--- config.mk ---
export PLATFORM = sky130hd
export DESIGN_NAME = rap_reset_sequencer_flat
export DESIGN_NICKNAME = d
export VERILOG_FILES = /design/src/rtl/rap_reset_sequencer_if.sv /design/src/rtl/rap_reset_sequencer.sv /design/src/flat_wrapper.sv
export SDC_FILE = /design/constraint.sdc
export NUM_CORES = 1
export LEC_CHECK = 0
export BUFFER_PORTS_ARGS = -buffer_cell sky130_fd_sc_hd__clkbuf_2
export CORE_MARGIN = 4
export CORE_UTILIZATION = 42
export DETAILED_ROUTE_END_ITERATION = 7
export HOLD_SLACK_MARGIN = 0.05
export SLEW_MARGIN = 0
export SYNTH_ARGS = -nofsm -noshare
export SYNTH_HDL_FRONTEND = slang
export SYNTH_SLANG_ARGS = --single-unit
--- constraint.sdc ---
create_clock -name wb_clk_i -period 4.9 [get_ports wb_clk_i]
set_input_delay 0.735 -clock wb_clk_i [delete_from_list [all_inputs] [get_ports wb_clk_i]]
set_output_delay 0.735 -clock wb_clk_i [all_outputs]
set_load 0.01 [all_outputs]
--- src/rtl/rap_reset_sequencer_if.sv ---
// Control/status bundle between the LA/Wishbone side (master) and the reset sequencer (slave).
interface rap_reset_sequencer_if #(
  parameter int unsigned CHANNELS  = 4,
  parameter int unsigned CNT_WIDTH = 14
);
    logic                 rstb_req;
    logic                 sw_reset;
    logic                 fault_i;
    logic [CHANNELS-1:0]  chan_en;
    logic [CHANNELS-1:0]  resetn_o;
    logic [CNT_WIDTH-1:0] count_o;
    logic                 busy;
    logic                 done;
    logic                 fault_seen;

    modport master (
        output rstb_req, sw_reset, fault_i, chan_en,
        input  resetn_o, count_o, busy, done, fault_seen
    );

    modport slave (
        input  rstb_req, sw_reset, fault_i, chan_en,
        output resetn_o, count_o, busy, done, fault_seen
    );
endinterface

--- src/rtl/rap_reset_sequencer.sv ---
// Multi-channel reset tree: stretch, then staggered release of enabled channels.
// Fault and software restart re-hold every channel and rerun the full sequence.
module rap_reset_sequencer #(
  parameter int unsigned CHANNELS  = 4,
  parameter int unsigned CNT_WIDTH = 14,
  parameter int unsigned STAGGER   = 16
) (
    input logic                   wb_clk_i,
    input logic                   wb_rst_i,
    rap_reset_sequencer_if.slave  bus
);
    localparam int unsigned IdxW  = (CHANNELS > 1) ? $clog2(CHANNELS) : 1;
    localparam int unsigned StagW = $clog2(STAGGER + 1);

    typedef enum logic [1:0] {StIdle, StStretch, StRelease, StRun} state_e;

    state_e               state_q, state_d;
    logic [CNT_WIDTH-1:0] count_q, count_d;
    logic [CHANNELS-1:0]  resetn_q, resetn_d;
    logic                 fault_seen_q, fault_seen_d;
    logic [IdxW-1:0]      idx_q, idx_d;
    logic [StagW-1:0]     stag_q, stag_d;
    logic                 fault_meta_q, fault_s_q;

    logic                 nxt_found;
    logic                 nxt_more;
    logic [IdxW-1:0]      nxt_idx;

    // Lowest enabled channel still to release; nxt_more flags another enabled one above it.
    always_comb begin
        nxt_found = 1'b0;
        nxt_more  = 1'b0;
        nxt_idx   = '0;
        for (int i = int'(CHANNELS) - 1; i >= 0; i--) begin
            if (bus.chan_en[i] && (state_q == StStretch || i > int'(idx_q))) begin
                if (nxt_found) nxt_more = 1'b1;
                nxt_found = 1'b1;
                nxt_idx   = IdxW'(i);
            end
        end
    end

    always_comb begin
        state_d      = state_q;
        count_d      = count_q;
        resetn_d     = resetn_q;
        fault_seen_d = fault_seen_q;
        idx_d        = idx_q;
        stag_d       = stag_q;

        if (!bus.rstb_req) begin
            state_d  = StIdle;
            count_d  = '0;
            resetn_d = '0;
            idx_d    = '0;
            stag_d   = '0;
        end else if (fault_s_q && state_q != StIdle) begin
            // Held at count 0 for as long as the fault persists.
            state_d      = StStretch;
            count_d      = '0;
            resetn_d     = '0;
            fault_seen_d = 1'b1;
            idx_d        = '0;
            stag_d       = '0;
        end else if (bus.sw_reset && state_q != StIdle) begin
            state_d      = StStretch;
            count_d      = '0;
            resetn_d     = '0;
            fault_seen_d = 1'b0;
            idx_d        = '0;
            stag_d       = '0;
        end else begin
            unique case (state_q)
                StIdle: begin
                    state_d = StStretch;
                    count_d = '0;
                end
                StStretch: begin
                    if (count_q == '1) begin
                        stag_d = '0;
                        if (nxt_found) begin
                            resetn_d[nxt_idx] = 1'b1;
                            idx_d             = nxt_idx;
                            state_d           = nxt_more ? StRelease : StRun;
                        end else begin
                            state_d = StRun;
                        end
                    end else begin
                        count_d = count_q + 1'b1;
                    end
                end
                StRelease: begin
                    if (stag_q == StagW'(STAGGER - 1)) begin
                        stag_d = '0;
                        if (nxt_found) begin
                            resetn_d[nxt_idx] = 1'b1;
                            idx_d             = nxt_idx;
                            state_d           = nxt_more ? StRelease : StRun;
                        end else begin
                            state_d = StRun;
                        end
                    end else begin
                        stag_d = stag_q + 1'b1;
                    end
                end
                StRun: begin
                    // Masking can only pull a channel back into reset, never release it.
                    resetn_d = resetn_q & bus.chan_en;
                end
                default: state_d = StIdle;
            endcase
        end
    end

    always_ff @(posedge wb_clk_i) begin
        if (wb_rst_i) begin
            state_q      <= StIdle;
            count_q      <= '0;
            resetn_q     <= '0;
            fault_seen_q <= 1'b0;
            idx_q        <= '0;
            stag_q       <= '0;
            fault_meta_q <= 1'b0;
            fault_s_q    <= 1'b0;
        end else begin
            state_q      <= state_d;
            count_q      <= count_d;
            resetn_q     <= resetn_d;
            fault_seen_q <= fault_seen_d;
            idx_q        <= idx_d;
            stag_q       <= stag_d;
            fault_meta_q <= bus.fault_i;
            fault_s_q    <= fault_meta_q;
        end
    end

    assign bus.resetn_o   = resetn_q;
    assign bus.count_o    = count_q;
    assign bus.fault_seen = fault_seen_q;
    assign bus.busy       = (state_q == StStretch) || (state_q == StRelease);
    assign bus.done       = (state_q == StRun);

endmodule
--- src/flat_wrapper.sv ---
// flat-port wrapper written by rule: the top's interface ports become plain ports
module rap_reset_sequencer_flat 
#(
  parameter int unsigned CHANNELS  = 4,
  parameter int unsigned CNT_WIDTH = 14,
  parameter int unsigned STAGGER   = 16
)
  (wb_clk_i, wb_rst_i, bus_rstb_req, bus_sw_reset, bus_fault_i, bus_chan_en, bus_resetn_o, bus_count_o, bus_busy, bus_done, bus_fault_seen);
  rap_reset_sequencer_if #(.CHANNELS(CHANNELS), .CNT_WIDTH(CNT_WIDTH)) bus_i ();
  input logic wb_clk_i;
  input logic wb_rst_i;
  input wire logic [$bits(bus_i.rstb_req)-1:0] bus_rstb_req;
  input wire logic [$bits(bus_i.sw_reset)-1:0] bus_sw_reset;
  input wire logic [$bits(bus_i.fault_i)-1:0] bus_fault_i;
  input wire logic [$bits(bus_i.chan_en)-1:0] bus_chan_en;
  output wire logic [$bits(bus_i.resetn_o)-1:0] bus_resetn_o;
  output wire logic [$bits(bus_i.count_o)-1:0] bus_count_o;
  output wire logic [$bits(bus_i.busy)-1:0] bus_busy;
  output wire logic [$bits(bus_i.done)-1:0] bus_done;
  output wire logic [$bits(bus_i.fault_seen)-1:0] bus_fault_seen;
  assign bus_i.rstb_req = bus_rstb_req;
  assign bus_i.sw_reset = bus_sw_reset;
  assign bus_i.fault_i = bus_fault_i;
  assign bus_i.chan_en = bus_chan_en;
  assign bus_resetn_o = bus_i.resetn_o;
  assign bus_count_o = bus_i.count_o;
  assign bus_busy = bus_i.busy;
  assign bus_done = bus_i.done;
  assign bus_fault_seen = bus_i.fault_seen;
  rap_reset_sequencer #(.CHANNELS(CHANNELS), .CNT_WIDTH(CNT_WIDTH), .STAGGER(STAGGER)) u_core (.wb_clk_i(wb_clk_i), .wb_rst_i(wb_rst_i), .bus(bus_i));
endmodule
Word level (Yosys, flattened, before mapping)
Cells that the tools add are included.

storage, ports and cells
  bits in registers = 30
  bits of input ports = 9
  output and inout port bits = 21
  logic and storage cells = 95

cells by class
  $add $sub $neg = 2
  $lt $le $gt $ge = 5
  eq/ne operators = 10
  multiplexer cells = 38
  bitwise logic cells = 3
  reduce and logical (&&, ||, !) cells = 28

operator list
  kind                   count
  $pmux 14 s2            1
  $mux 2                 10
  $mux 1                 16
  $add 14x1->14 const B  1
  $eq 14x14->1 const B   1
  $mux 14                1
  $mux 4                 3
  $pmux 4 s3             1
  $reduce_and 3->1       4
  $mux 5                 2
  $pmux 5 s2             1
  $ne 4x1->1 const B     2
  $reduce_bool 2->1      4
  $logic_and 1x1->1      7
  $pmux 2 s3             1
  $reduce_and 2->1       3
  $reduce_bool 3->1      2
  $add 5x1->5 const B    1
  $eq 5x4->1 const B     1
  $reduce_bool 5->1      1
  $and 4x4->4            1
  $eq 2x2->1 const B     2
  $gt 2x2->1 const A     2
  $logic_or 1x1->1       4
  other kinds (13)       14

Depth between registers and ports, before layout
Gate-level depths: netlist of the first run.

  depth after elaboration = 16
  depth in mapped cells = 8

Least setup slack after synthesis of the first run
No wires, ideal clock.

  path kind = register to register
  from = reg u_core.count_q[0], in the netlist u_core.bus.count_o[0]
  to = reg u_core.resetn_q[1], in the netlist u_core.bus.resetn_o[1]
  arrival = 2.382 ns
  path slack = 2.444 ns
  stages on the path, launching flop included = 8
  period minus slack after synthesis = 2.456 ns
  path through = dfxtp_1 > ha_1 > nand2_1 > or4_1 > buf_2 > a211o_1 > or4b_1 > a31oi_1

between the ends
  longest elaborated chain between the ends = 3

ends and longest elaborated chain
  element                     line                        source
  start: declaration          rap_reset_sequencer.sv:18   logic [CNT_WIDTH-1:0] count_q, count_d;
  start signal: assignment    rap_reset_sequencer.sv:127  count_q <= count_d;
  $eq 14x14->1                rap_reset_sequencer.sv:79   if (count_q == '1) begin
  $ne 2x1->1 (no line)        -
  $reduce_and 3->1 (no line)  -
  end signal: assignment      rap_reset_sequencer.sv:128  resetn_q <= resetn_d;
  end: declaration            rap_reset_sequencer.sv:19   logic [CHANNELS-1:0] resetn_q, resetn_d;

Every way passes these cells.
A chain may end at the register's enable or synchronous reset.

Worst setup path in the final report of the first run
  from = reg u_core.count_q[0], in the netlist u_core.bus.count_o[0]
  to = reg u_core.resetn_q[2], in the netlist u_core.bus.resetn_o[2]

Same word-level chain as after synthesis.

==> results.ini, run 1 <==
[run_status]
status = finished, final reports clean

[power]
p_leak_nw = 0.721
clkPwrFrac_pct = 35.6
power_per_cell_area_mw_per_mm2 = 268
p_comb_share_pct = 15.5
peakVddDrop_v = 0.000133
seq_power_share_pct = 48.9
switching_share_pct = 27.7
cellInternalPower_mw = 0.373
p_sw_mw = 0.143
power_mw = 0.516

[worst_setup_path]
start_kind = register
reg2reg_depth = 6
critPathRequiredTime_ns = 5.11
cpMostUsedCell = or4_1
path_cells = ha_1 > nand2_1 > or4_1 > a211o_1 > or4_1 > o21ai_1
critical_path.top_delay_family = simple AND/OR/NAND/NOR gates
cp_max_fo = 8
rr_startpoint = u_core.bus.count_o[0]
cpMaxStageDelayCell = or4_1
r2r_end = u_core.bus.resetn_o[2]
rrSetupSlack_ns = 2.26
slowest_delay_ns = 0.67
critPathBufInv = 0
cp.arrival_ns = 2.85
crit_start = u_core.bus.count_o[0]
criticalPathCategory = register to register
endpoint_kind = register

[die]
core_sq_mm = 0.00374
ioPinCount = 30
die_area_sq_mm = 0.00505
die_width_um = 71.0
die-height_um = 71.0
rows = 22
initial_core_util_pct = 44.6

[finish]
fin_nets = 252
multi_input_comb_area_sq_mm = 0.00101
seq_area_sq_um = 601
fill_cells = 395
n_antenna_cell = 0
layoutNonFillerInstCount = 285
drive_gt1_share_pct = 16.5
fin_util_pct = 51.5
area_delta_synth_final_pct = 15.4

[global_route]
grt_pass1_wl_mm = 6.91
grt_pass1_vias = 1550
grt_max_degree = 23
track_usage_pct = 16.8
antenna_found_initial = 0
gr-total-overflow = 0

[timing]
maxSlewViolCount = 0
setup_viol = 0
fin_crit_ns = 2.64
slew-limit-headroom_pct = 51.3
timing.setup.tns_ns = 0
hold_viol_final = 0
rsz0062_at_grt = no
skew_ns = 0.00637
tightest_slew_ns = 0.731
finalCritPeriodShare_pct = 53.9
fmax_ghz = 0.378

[route]
routed_wl_mm = 4.11
ant_nets = 0
drt_iter0_markers = 118
vias = 1680
viasPerCell = 5.89
drc = 0
first_pass_iters = 4
detail_route.wl_per_cell_um = 14.4

[placed_design]
place_congestion = 0.846
place_hpwl_mm = 3.14
portBuffers = 29
place_inst = 278

[synth]
synth-seq-cells = 30
synth_nets = 223
seq_area_frac_synth_pct = 36.0
yosysTopAreaCellShare_pct = 36.0
synth_top_flop_cell = dfxtp_1
synth_edf_count = 0
syn_area_sq_mm = 0.00167
yosysWarnings = 0
synth.top_cells.by_area = dfxtp_1, nand2_1, nand3_1
synth_cell_types = 48
synth_area_per_cell_sq_um = 8.02
async_flop_share_pct = 0
synth_common_cells = dfxtp_1, nand2_1, nand3_1
synthCells = 208
yosys.area.top_type = dfxtp_1
synth.most_common_cell = dfxtp_1

[clock_network]
cts-hold-fix-buffers = 0
clock-sinks = 30
cts_tree = yes
post-cts-setup-buffers = 0
clock_path_buffers = 2
cts_buffers = 5
clock_latency_ns = 0.28
cts_resized = 0
cts_root_buf = clkbuf_8
path_clk_slew_ns = 0.06
htree_levels = 2

[worst_hold_path]
hp-start = u_core.fault_meta_q
whs_endpoint = u_core.fault_s_q
holdPathStages = 1
hold_path.class = register to register

[job]
cap_violations = 0

## registers in the layout, summed over array words and instances (netlist names)
signal                 count
u_core.stag_q              5
u_core.bus.resetn_o        4
u_core.fault_s_q           1
u_core.state_q             2
u_core.bus.count_o        14
u_core.fault_meta_q        1
u_core.bus.fault_seen      1
u_core.idx_q               2
## placed cells by master (no fill, tap or decap), drive strengths merged, types with 4 or more instances in the layout
cell type and count:
a21oi 10, a31oi 6, and2 4, clkbuf 36
dfxtp 30, ha 6, inv 8, nand2 25
nand3 18, nor2 13, nor2b 6, nor3 5
o211ai 5, o21a 4, o21ai 11, or4 5
## final cells by class
type | instances | area share [%]
multi-input combinational | 162 | 52.3
sequential | 30 | 31.2
timing repair buffer | 30 | 7.92
clock buffer | 7 | 3.96
tap | 48 | 3.12
inverter | 8 | 1.56
## worst reg2reg max path: cells and delay by family, from the launching register on
family	cells	cell delay [ns]
AND/OR/NAND/NOR	3	1.31
AO/OA/AOI/OAI	2	0.56
flip-flops	1	0.43
adder cells (fa/ha/maj)	1	0.27
## stage by stage
step | setup slack, ns | hold slack (ns) | instance area, sq um
6_report | 2.26 | 0.435 | 1930
3_5_place_dp | 2.26 | 0.425 | 1850
5_1_grt | 2.07 | 0.476 | 1930
3_3_place_gp | 2.39 | 0.420 | 1850
2_1_floorplan | 2.44 | 0.412 | 1670
4_1_cts | 2.25 | 0.436 | 1930
## power groups by stage
stage                     combinational (mW)  clock (mW)  sequential (mW)
final                                 0.0802       0.184            0.252
after global placement                0.0775           0            0.257
after global routing                  0.0892       0.198            0.253
after floorplan                       0.0549           0            0.257
after CTS                             0.0801       0.189            0.252
after detailed placement              0.0800           0            0.258
## layer usage
layer	GRT usage (%)	part of all wire [%]
met1	20.1	45
met2	28.5	48
met3	4.83	4.8
met4	6.05	1.7
met5	0	0
## how the worst max path moves through the flow
stage | cells after the start | endpoint
finish | 6 | u_core.bus.resetn_o[2]
global route | 6 | u_core.bus.resetn_o[2]
CTS | 6 | u_core.bus.resetn_o[2]
detailed placement | 6 | u_core.bus.resetn_o[3]
global placement | 6 | u_core.bus.resetn_o[1]
floorplan | 7 | u_core.bus.resetn_o[1]
## cells by family (layout without fill, tap and decap cells)
| kind of cell | count (synthesis) | in the layout | share of synthesized area (%) |
|---|---|---|---|
| mux | 4 | 4 | 2.47 |
| flops | 30 | 30 | 36.0 |
| fa+ha+maj | 6 | 6 | 4.50 |
| simple gates | 91 | 91 | 28.2 |
| xor+xnor | 4 | 4 | 2.10 |
| compound gates | 57 | 57 | 23.1 |
| buf+inv | 16 | 45 | 3.67 |
Note: power is estimated with default switching activity, not from simulation.
==> inputs of run 2 (changes only) <==
clock period = 2.6 ns   (was 4.9 ns; I/O delays follow)
==> run 2 against run 1 <==
Net effect: sequential power up 88%; wire length is 1.5% higher; global-route usage grew 0.48 points; die area is the same; combinational power grew 96%; total power is 95% higher; critical path depth unchanged; critical path type unchanged; hold slack lost 0.12 ns; highest routed layer unchanged; sequential cell count stayed put; sequential share of layout area down 1.0 points; non-clock buffer count up 8.
==> results.ini, run 2 (synthesized netlist as in run 1, its figures left out) <==
[run_status]
status = finished, final reports clean  ; unchanged

[timing]
fmax_ghz = 0.418  ; was 0.378 GHz
finalCritPeriodShare_pct = 92.0  ; was 53.9%
tightest_slew_ns = 0.498  ; was 0.731 ns
setup_viol = 0  ; unchanged
timing.setup.tns_ns = 0  ; unchanged
slew-limit-headroom_pct = 66.8  ; was 51.3%
maxSlewViolCount = 0  ; unchanged
hold_viol_final = 0  ; unchanged
fin_crit_ns = 2.39  ; was 2.64 ns
worst_slack_ns = 0.208  ; was 2.26 ns
rsz0062_at_grt = no  ; unchanged
skew_ns = 0.00534  ; was 0.00637 ns

[global_route]
gr-total-overflow = 0  ; unchanged
antenna_found_initial = 0  ; unchanged
grt_pass1_wl_mm = 7.02  ; was 6.91 mm
track_usage_pct = 17.3  ; was 16.8%
grt_max_degree = 16  ; was 23
grt_pass1_vias = 1568  ; was 1,550

[worst_hold_path]
hold_path.class = input port to register  ; was register to register
holdPathStages = 2  ; was 1
hp-start = bus_fault_i  ; was u_core.fault_meta_q
whs_endpoint = u_core.fault_meta_q  ; was u_core.fault_s_q

[power]
power_mw = 1.01  ; was 0.516 mW
p_sw_mw = 0.276  ; was 0.143 mW
switching_share_pct = 27.4  ; was 27.7%
seq_power_share_pct = 47.1  ; was 48.9%
cellInternalPower_mw = 0.731  ; was 0.373 mW
p_leak_nw = 0.766  ; was 0.721 nW
p_comb_share_pct = 15.6  ; was 15.5%
peakVddDrop_v = 0.000261  ; was 0.000133 V
power_per_cell_area_mw_per_mm2 = 505  ; was 268 mW/mm^2
clkPwrFrac_pct = 37.2  ; was 35.6%

[finish]
n_antenna_cell = 0  ; unchanged
design_area_sq_mm = 0.00199  ; was 0.00193 sq mm
layout_commonest_cell = dfxtp_1  ; unchanged
multi_input_comb_area_sq_mm = 0.00101  ; unchanged
seq_area_sq_um = 601  ; unchanged
fin_nets = 260  ; was 252
drive_gt1_share_pct = 19.7  ; was 16.5%
largest_reg_flops = 14  ; unchanged
area_delta_synth_final_pct = 19.4  ; was 15.4%
fill_cells = 392  ; was 395
final_cell_mix = dfxtp_1, clkbuf_2, nand2_1  ; unchanged
layoutNonFillerInstCount = 292  ; was 285

[worst_setup_path]
criticalPathCategory = register to register  ; unchanged
r2r_end = u_core.bus.resetn_o[3]  ; was u_core.bus.resetn_o[2]
start_kind = register  ; unchanged
reg2reg_depth = 6  ; unchanged
cp.arrival_ns = 2.61  ; was 2.85 ns
rrSetupSlack_ns = 0.21  ; was 2.26 ns
cp_max_fo = 7  ; was 8
rr_startpoint = u_core.bus.count_o[1]  ; was u_core.bus.count_o[0]
critPathRequiredTime_ns = 2.81  ; was 5.11 ns
endpoint_kind = register  ; unchanged

[route]
viasPerCell = 5.75  ; was 5.89
first_pass_iters = 4  ; unchanged
detail_route.wl_per_cell_um = 14.3  ; was 14.4 um
vias = 1678  ; was 1,680
ant_nets = 0  ; unchanged
routed_wl_mm = 4.17  ; was 4.11 mm
drt_iter0_markers = 84  ; was 118
drc = 0  ; unchanged

[placed_design]
portBuffers = 29  ; unchanged
place_inst = 286  ; was 278
place_hpwl_mm = 3.23  ; was 3.14 mm
placed_area_sq_mm = 0.00191  ; was 0.00185 sq mm
dp_slack_ns = 0.245  ; was 2.26 ns
place_congestion = 0.843  ; was 0.846

[clock_network]
clock_path_buffers = 2  ; unchanged
cts_tree = yes  ; unchanged
cts-hold-fix-buffers = 0  ; unchanged
clock-sinks = 30  ; unchanged
cts_root_buf = clkbuf_8  ; unchanged
htree_levels = 2  ; unchanged
cts_resized = 0  ; unchanged
post-cts-setup-buffers = 0  ; unchanged
cts_buffers = 5  ; unchanged
clock_latency_ns = 0.28  ; about the same
path_clk_slew_ns = 0.06  ; about the same

[die]
die_area_sq_mm = 0.00505  ; unchanged
rows = 22  ; unchanged
core_sq_mm = 0.00374  ; unchanged
ioPinCount = 30  ; unchanged
initial_core_util_pct = 44.6  ; unchanged
die-height_um = 71.0  ; unchanged
die_width_um = 71.0  ; unchanged

[job]
cap_violations = 0  ; unchanged

-- run 2: cell count changes in the layout (fill, tap and decap cells not counted) --
| cell | delta |
|---|---|
| buf_4 | +8 |
| clkbuf_1 | -2 |
| clkbuf_8 | +1 |
| o21ai_0 | +1 |
| o21ai_1 | -1 |
-- run 2: layout make-up --
class / count / area share [%]
inverters: 8 / 1.51
repair buffers: 38 / 10.7
multi-input cells: 162 / 50.5
clock buffers: 6 / 4.14
flip-flops and latches: 30 / 30.1
well taps: 48 / 3.01
-- run 2: power groups by stage --
stage / Combinational, mW / Sequential [mW] / Clock [mW]
after CTS: 0.158 / 0.474 / 0.383
after global routing: 0.177 / 0.475 / 0.410
after floorplan: 0.103 / 0.485 / 0
after detailed placement: 0.157 / 0.485 / 0
final: 0.157 / 0.475 / 0.375
after global placement: 0.155 / 0.484 / 0
-- run 2: metrics by stage --
step	utilization [%]	hold slack, ns
2_1_floorplan	-	0.412
3_3_place_gp	51.0	0.423
3_5_place_dp	51.0	0.428
4_1_cts	53.2	0.314
5_1_grt	53.2	0.318
6_report	53.2	0.320
-- run 2: worst max-delay path by stage --
stage                                     start                endpoint  slack [ns]  cells past startpoint
after floorplan           u_core.bus.count_o[0]  u_core.bus.resetn_o[1]        0.14                      7
after detailed placement  u_core.bus.count_o[1]  u_core.bus.resetn_o[3]        0.24                      6
after global routing      u_core.bus.count_o[1]  u_core.bus.resetn_o[3]        0.07                      6
final                     u_core.bus.count_o[1]  u_core.bus.resetn_o[3]        0.21                      6
after CTS                 u_core.bus.count_o[1]  u_core.bus.resetn_o[3]        0.22                      6
after global placement    u_core.bus.count_o[0]  u_core.bus.resetn_o[3]        0.32                      6
-- run 2: per-layer routing --
| layer | share of wire [%] | global-route usage, % |
|---|---|---|
| met5 | 0 | 0 |
| met4 | 1.3 | 5.01 |
| met3 | 5.2 | 4.83 |
| met2 | 50 | 30.6 |
| met1 | 44 | 20.2 |
-- run 2: critical path, stage by stage (launching register included) --
cell and delay [ns]:
dfxtp_1 0.34, ha_1 0.24, nand2_1 0.12, or4_1 0.56, a211o_1 0.39, or4_1 0.53
o21ai_1 0.14
